`src/rtl/wb_snoop_ctrl.sv`:
```
// Purpose: snoop sequencer; broadcasts one read-miss address to the data caches and reduces
//          their ack/hit replies to a single hit/miss result with owner and data.
// Latency: req edge -> COLLECT, deciding ack edge -> RESP (done_o), then IDLE; empty mask 1 edge.
// Backpressure: one request at a time (req_i sampled only in IDLE); the timeout bounds COLLECT.
// Ports: wb_clk_i/wb_rst_i clock and async active-high reset; req_* request from the arbiter;
//        abort_i cancel; busy_o/done_o/hit_o/timeout_o/owner_o/dat_o result;
//        snoop_* per-cache broadcast address, type and ack/hit/data responses.
module wb_snoop_ctrl #(
    parameter int aw       = 32,
    parameter int dw       = 32,
    parameter int num_dbus = 2,
    parameter int timeout  = 15
) (
    input  logic                     wb_clk_i,
    input  logic                     wb_rst_i,
    input  logic                     req_i,
    input  logic [aw-1:0]            req_adr_i,
    input  logic [num_dbus-1:0]      req_mask_i,
    input  logic                     abort_i,
    output logic                     busy_o,
    output logic                     done_o,
    output logic                     hit_o,
    output logic                     timeout_o,
    output logic [num_dbus-1:0]      owner_o,
    output logic [dw-1:0]            dat_o,
    output logic [num_dbus*aw-1:0]   snoop_adr_o,
    output logic                     snoop_type_o,
    input  logic [num_dbus-1:0]      snoop_ack_i,
    input  logic [num_dbus-1:0]      snoop_hit_i,
    input  logic [num_dbus*dw-1:0]   snoop_dat_i
);

    localparam int TW = $clog2(timeout + 1);

    typedef enum logic [2:0] {
        IDLE    = 3'b001,
        COLLECT = 3'b010,
        RESP    = 3'b100
    } state_t;

    state_t                state_q;
    logic [aw-1:0]         adr_q;
    logic [num_dbus-1:0]   pending_q;
    logic [TW-1:0]         cnt_q;
    logic                  hit_q;
    logic                  timeout_q;
    logic [num_dbus-1:0]   owner_q;
    logic [dw-1:0]         dat_q;

    logic [num_dbus-1:0]   hit_vec;
    logic [num_dbus-1:0]   pending_d;
    logic [num_dbus-1:0]   owner_d;
    logic [dw-1:0]         dat_d;

    // Only lanes still pending may respond; acks on other lanes are ignored.
    assign hit_vec   = pending_q & snoop_ack_i & snoop_hit_i;
    assign pending_d = pending_q & ~snoop_ack_i;

    // Lowest-index hitting cache owns the line: scan downward so the lowest index wins.
    always_comb begin
        owner_d = '0;
        dat_d   = '0;
        for (int k = num_dbus - 1; k >= 0; k--) begin
            if (hit_vec[k]) begin
                owner_d    = '0;
                owner_d[k] = 1'b1;
                dat_d      = snoop_dat_i[k*dw +: dw];
            end
        end
    end

    always_ff @(posedge wb_clk_i or posedge wb_rst_i) begin
        if (wb_rst_i) begin
            state_q   <= IDLE;
            adr_q     <= '0;
            pending_q <= '0;
            cnt_q     <= '0;
            hit_q     <= 1'b0;
            timeout_q <= 1'b0;
            owner_q   <= '0;
            dat_q     <= '0;
        end else begin
            unique case (state_q)
                IDLE: begin
                    if (req_i) begin
                        adr_q     <= req_adr_i;
                        pending_q <= req_mask_i;
                        cnt_q     <= '0;
                        hit_q     <= 1'b0;
                        timeout_q <= 1'b0;
                        owner_q   <= '0;
                        dat_q     <= '0;
                        state_q   <= (req_mask_i == '0) ? RESP : COLLECT;
                    end
                end
                COLLECT: begin
                    if (abort_i) begin
                        state_q   <= IDLE;
                        pending_q <= '0;
                        hit_q     <= 1'b0;
                        timeout_q <= 1'b0;
                        owner_q   <= '0;
                        dat_q     <= '0;
                    end else begin
                        pending_q <= pending_d;
                        // Hit beats both "all answered" and timeout in the same cycle.
                        if (hit_vec != '0) begin
                            hit_q   <= 1'b1;
                            owner_q <= owner_d;
                            dat_q   <= dat_d;
                            state_q <= RESP;
                        end else if (pending_d == '0) begin
                            state_q <= RESP;
                        end else if (cnt_q == TW'(timeout - 1)) begin
                            timeout_q <= 1'b1;
                            state_q   <= RESP;
                        end else begin
                            cnt_q <= cnt_q + TW'(1);
                        end
                    end
                end
                RESP: begin
                    state_q <= IDLE;
                end
                default: begin
                    state_q <= IDLE;
                end
            endcase
        end
    end

    // Decoded straight from the state register so a reset clears them without waiting for an edge.
    assign busy_o       = (state_q != IDLE);
    assign done_o       = (state_q == RESP);
    assign snoop_type_o = (state_q == COLLECT);
    assign snoop_adr_o  = (state_q == COLLECT) ? {num_dbus{adr_q}} : '0;
    assign hit_o        = hit_q;
    assign timeout_o    = timeout_q;
    assign owner_o      = owner_q;
    assign dat_o        = dat_q;

endmodule

```
`config.mk`:
```
export PLATFORM = sky130hd
export DESIGN_NAME = wb_snoop_ctrl
export DESIGN_NICKNAME = d
export VERILOG_FILES = /design/src/rtl/wb_snoop_ctrl.sv
export SDC_FILE = /design/constraint.sdc
export NUM_CORES = 1
export LEC_CHECK = 0
export BUFFER_PORTS_ARGS = -buffer_cell sky130_fd_sc_hd__buf_2
export CORE_UTILIZATION = 48
export DETAILED_ROUTE_END_ITERATION = 7
export PLACE_DENSITY = 0.88
export SLEW_MARGIN = 25
export SYNTH_ARGS = -nofsm -noshare
export SYNTH_HDL_FRONTEND = slang
export SYNTH_SLANG_ARGS = --single-unit
```
`constraint.sdc`:
```
create_clock -name wb_clk_i -period 3.95 [get_ports wb_clk_i]
set_input_delay 0.79 -clock wb_clk_i [delete_from_list [all_inputs] [get_ports wb_clk_i]]
set_output_delay 0.79 -clock wb_clk_i [all_outputs]
set_load 0.01 [all_outputs]
```
# After elaboration in Yosys (flattened, before gate mapping)
# Index checks and enable logic that the tools add are counted.
# word_totals
elab_cells	76
ram_bits	0
mem_count	0
output_inout_bits	103
regBits	77
latch_bits	0
romBits	0
inputBits	106
# op_classes
n_mux	38
div_mod_pow	0
add_sub_neg	1
reduce_logical	10
n_shift	0
order_cmp	0
bitwise_logic	4
n_eq_ne	15
n_mul	0
# op_table
op	n
32-bit two-way mux	5
64-bit two-way mux	1
32-bit one-hot mux with 2 select lines	1
4-bit two-way mux	5
3-bit two-way mux	6
2-bit two-way mux	7
2-bit != test, second input constant	5
2-bit one-hot mux with 2 select lines	2
4-bit one-hot mux with 2 select lines	1
1-bit two-way mux	7
2-bit AND	3
3-bit by 2-bit != test with 1-bit output, second input constant	2
3-bit != test, second input constant	2
3-bit one-hot mux with 2 select lines	1
2-bit AND reduction	3
6-bit AND reduction	1
5-bit by 2-bit != test with 1-bit output, second input constant	1
5-bit AND reduction	1
4-bit by 1-bit adder with 4-bit output, second input constant	1
4-bit equality test, second input constant	1
2-bit logical NOT	2
1-bit one-hot mux with 2 select lines	2
2-bit nonzero test	2
3-bit by 1-bit equality test with 1-bit output, second input constant	1
5 further kinds	5

# Depth between registers and ports, before layout
# logic_depth
depth_word	7
ltp_mapped	7
depth_no_buf	6

# Least setup slack after synthesis
# Ideal clock, no wire load.
# synth_path
path_type	register to output
from	reg state_q[0]
to	out snoop_adr_o[55]
required_ns	3.160
stages_incl_launch_ff	6
path_slack_ns	1.730
arrival_ns	1.430
n_path_buf	3
path_cell_list	dfstp_2 nor3b_2 buf_2 clkbuf_1 and2_1 buf_4
# synth_via
elab_chain_cells	2
# synth_lines
item	line	text
start: declaration	41	state_t state_q;
start signal: assignment	93	state_q <= (req_mask_i == '0) ? RESP : COLLECT;
3-bit by 2-bit equality test with 1-bit output	-	
via snoop_type_o	27	output logic snoop_type_o,
64-bit two-way mux	136	assign snoop_adr_o = (state_q == COLLECT) ? {num_dbus{adr_q}} : '0;
end: declaration	26	output logic [num_dbus*aw-1:0] snoop_adr_o,
# The timed path passes the listed nets, and every way through them passes these cells.

# Worst setup path in the final report
# layout_path
from	reg state_q[2]
to	out snoop_adr_o[25]
# layout_via
elab_chain_cells	2
# layout_lines
item	line
3-bit by 2-bit equality test with 1-bit output	136
64-bit two-way mux	136
# Every way passes these cells.

==> metrics.yaml <==
outcome:
  status: "finished, final reports clean"
setup_path:
  cp_data_required_time_ns: 3.16
  reg2reg_to: "cnt_q[2]"
  critPathMaxFanout: 33
  cp_slowest_stage_delay_ns: 0.42
  crit_chain: "nor3b_4, buf_4, and2_1, buf_2"
  worstSetupPathType: "reg2out"
  reg2reg_slack_ns: 1.81
  ff2ff_path_depth: 5
  reg2reg_from: "state_q[2]"
  crit_arrival_ns: 1.86
  endpoint_kind: "output pin"
  start_kind: "flip-flop"
  slowest_stage: "dfrtp_1"
  critical_path_buf_inv_count: 2
  critPathTopFamily: "simple AND/OR/NAND/NOR gates"
timing:
  skew_ns: 0.0150
  fin_crit_sh_pct: 67.2
  slew_viol_final: 0
  max_freq_ghz: 0.377
  hold_violations: 0
  setup_viol: 0
  worstMarginPinSlew_ns: 0.861
  rsz0062_at_grt: "false"
  tns_ns: 0
  period_needed_ns: 2.65
  relSlewSlack_pct: 42.6
global_routing:
  grt_overflow: 0
  grt_usage_pct: 23.4
  grt_pass1_wl_um: 15300
  grtUsageMet1_pct: 26.4
  grt_use_met2_pct: 42.4
  met3_usage_pct: 4.63
  grt_pass1_vias: 3445
  grt_busiest_layer: "met2"
  grt_max_degree: 45
  antenna_found_initial: 0
finish:
  drive_gt1_share_pct: 40.5
  nNetsFinal: 688
  final_common_cell: "buf_2"
  area_growth_pct: 27.8
  fin_cells: 684
  stdcell_area_mm2: 0.00481
  antenna_cells: 0
  final_cell_mix: "buf_2 (208), nand2_1 (132), dfrtp_1 (76), o21ai_1 (36)"
  fill_cells: 635
die:
  initial_core_util_pct: 50.8
  fp.dieW_um: 90.6
  dieArea_mm2: 0.00820
  io_pins: 209
  core_area_mm2: 0.00741
  die_y_um: 90.6
  std_cell_rows: 31
yosys:
  yosysTopAreaCell: "dfrtp_1"
  synth_edf_count: 0
  dominantRegCellSynth: "dfrtp_1"
  synth_top_area_share_pct: 50.5
  synth.top_cells.by_area: "dfrtp_1 (51%), nand2_1 (13%), buf_4 (7.2%)"
  ys_seq_area_share_pct: 51.2
  synth_cell_types: 35
  syn_inst: 414
  syn-mean-instance-area_um2: 9.09
  ys_async_sr_fraction_pct: 100
  ys_ff_latch: 77
  syn_area_mm2: 0.00376
  syn-num-nets: 522
  synth_warnings: 0
placement:
  hpwl_um: 7010
  gp_congestion: 0.762
  place_area_mm2: 0.00460
  io_buffer_count: 208
  placed_cells: 668
routing:
  route.detailed.drc: 0
  drtIter0Drc: 131
  drt_wl_total_um: 9230
  post_drt_wl_per_cell_um: 13.5
  dr.pass1.iters: 4
  vias: 3412
  vias_per_cell: 4.99
  ant_nets: 0
min_path:
  min_to: "adr_q[24]"
  hold_path_startpoint: "adr_q[24]"
  min_path_cells: 2
  hp-class: "reg2reg"
pwr:
  vdd_drop_max_mv: 0.198
  clkPwrFrac_pct: 27.3
  powerDensity_mw_per_mm2: 490
  seqPwrFrac_pct: 46.1
  p_sw_uw: 776
  p_comb_share_pct: 26.5
  switching_share_pct: 32.9
  cellInternalPower_mw: 1.58
  p_leak_nw: 2.73
cts:
  tritoncts: "built"
  cts_hold_buf: 0
  clock_latency_ns: 0.34
  clkTransAtPathRegs_ns: 0.08
  postCtsResizedCells: 0
  cts_sinks: 77
  cts_made_buffers: 9
  cts_root_buf: "clkbuf_8"
  cts_buffer_depth: 2
  h-tree-depth: 3
  post_cts_buffers: 0
flow_run:
  maxCapViolations: 0
sequential cells by signal, indices dropped and copies added (netlist names):
signal,flops
adr_q,32
dat_o,32
cnt_q,4
state_q,3
owner_o,2
pending_q,2
hit_o,1
timeout_o,1
synth_stat cells, drive strengths merged (3+ instances only):
master,n
clkbuf,12
a21oi,3
nand2,132
buf,47
nand2b,3
and2,32
a22oi,32
nand3,7
a22o,3
nor2,6
o21ai,38
nor3b,3
inv,3
dfrtp,76
per-stage QoR:
stage / util (%) / hold WS, ns / power [mW] / setup slack (ns)
floorplan: - / 0.437 / 1.55 / 1.19
global placement: 62.0 / 0.450 / 1.69 / 1.45
detailed placement: 62.0 / 0.456 / 1.73 / 1.34
CTS: 64.9 / 0.475 / 2.38 / 1.27
global route: 64.9 / 0.488 / 2.52 / 1.16
finish: 64.9 / 0.467 / 2.36 / 1.30
worst register-to-register path, cell delays in order, from the launching register on:
cell      delay [ns]
dfrtp_1         0.42
nor3b_4         0.40
nor2b_1         0.60
o211ai_4        0.25
mux2i_1         0.18
a21o_1          0.19
worst max path at each step:
stage,startpoint,endpoint,slack [ns],depth (start not counted)
4_1_cts,state_q[2],snoop_adr_o[15],1.27,4
3_5_place_dp,snoop_hit_i[0],dat_o[22],1.34,6
5_1_grt,state_q[2],snoop_adr_o[25],1.16,4
6_report,state_q[2],snoop_adr_o[25],1.30,4
3_3_place_gp,snoop_hit_i[0],dat_o[5],1.45,6
2_1_floorplan,wb_rst_i,adr_q[0],1.19,1
per-layer routing:
| metal | up-vias | wire length, um |
|---|---|---|
| met3 | 24 | 579 |
| li1 | 1671 | - |
| met4 | 0 | 270 |
| met5 | - | 0 |
| met1 | 1561 | 3580 |
| met2 | 156 | 4800 |
cell families (layout without fill, tap and decap cells):
family	count (synthesis)	count (layout)	synth area share, %
XOR/XNOR	1	1	0.233
AO/OA/AOI/OAI	84	84	15.0
AND/OR/NAND/NOR	187	187	22.1
buffers and inverters	62	233	10.5
adder cells (fa/ha/maj)	2	2	0.665
flip-flops	77	77	51.2
multiplexers	1	1	0.266
final cells by class:
| cell class | instances | area [um^2] | share of cell area [%] |
|---|---|---|---|
| sequential | 77 | 1930 | 40.1 |
| multi-input combinational | 275 | 1450 | 30.0 |
| timing repair buffer | 214 | 1090 | 22.6 |
| clock buffer | 10 | 128 | 2.65 |
| tap | 99 | 124 | 2.58 |
| clock inverter | 6 | 86.3 | 1.80 |
| inverter | 3 | 12.5 | 0.260 |
power groups by stage:
stage          registers, mW  clock network (mW)  logic, mW
3_3_place_gp            1.09                   0      0.605
3_5_place_dp            1.10                   0      0.632
4_1_cts                 1.09               0.657      0.635
5_1_grt                 1.11               0.695      0.710
2_1_floorplan           1.08                   0      0.477
6_report                1.09               0.645      0.625
No activity file was read; power rests on OpenSTA's default activity.
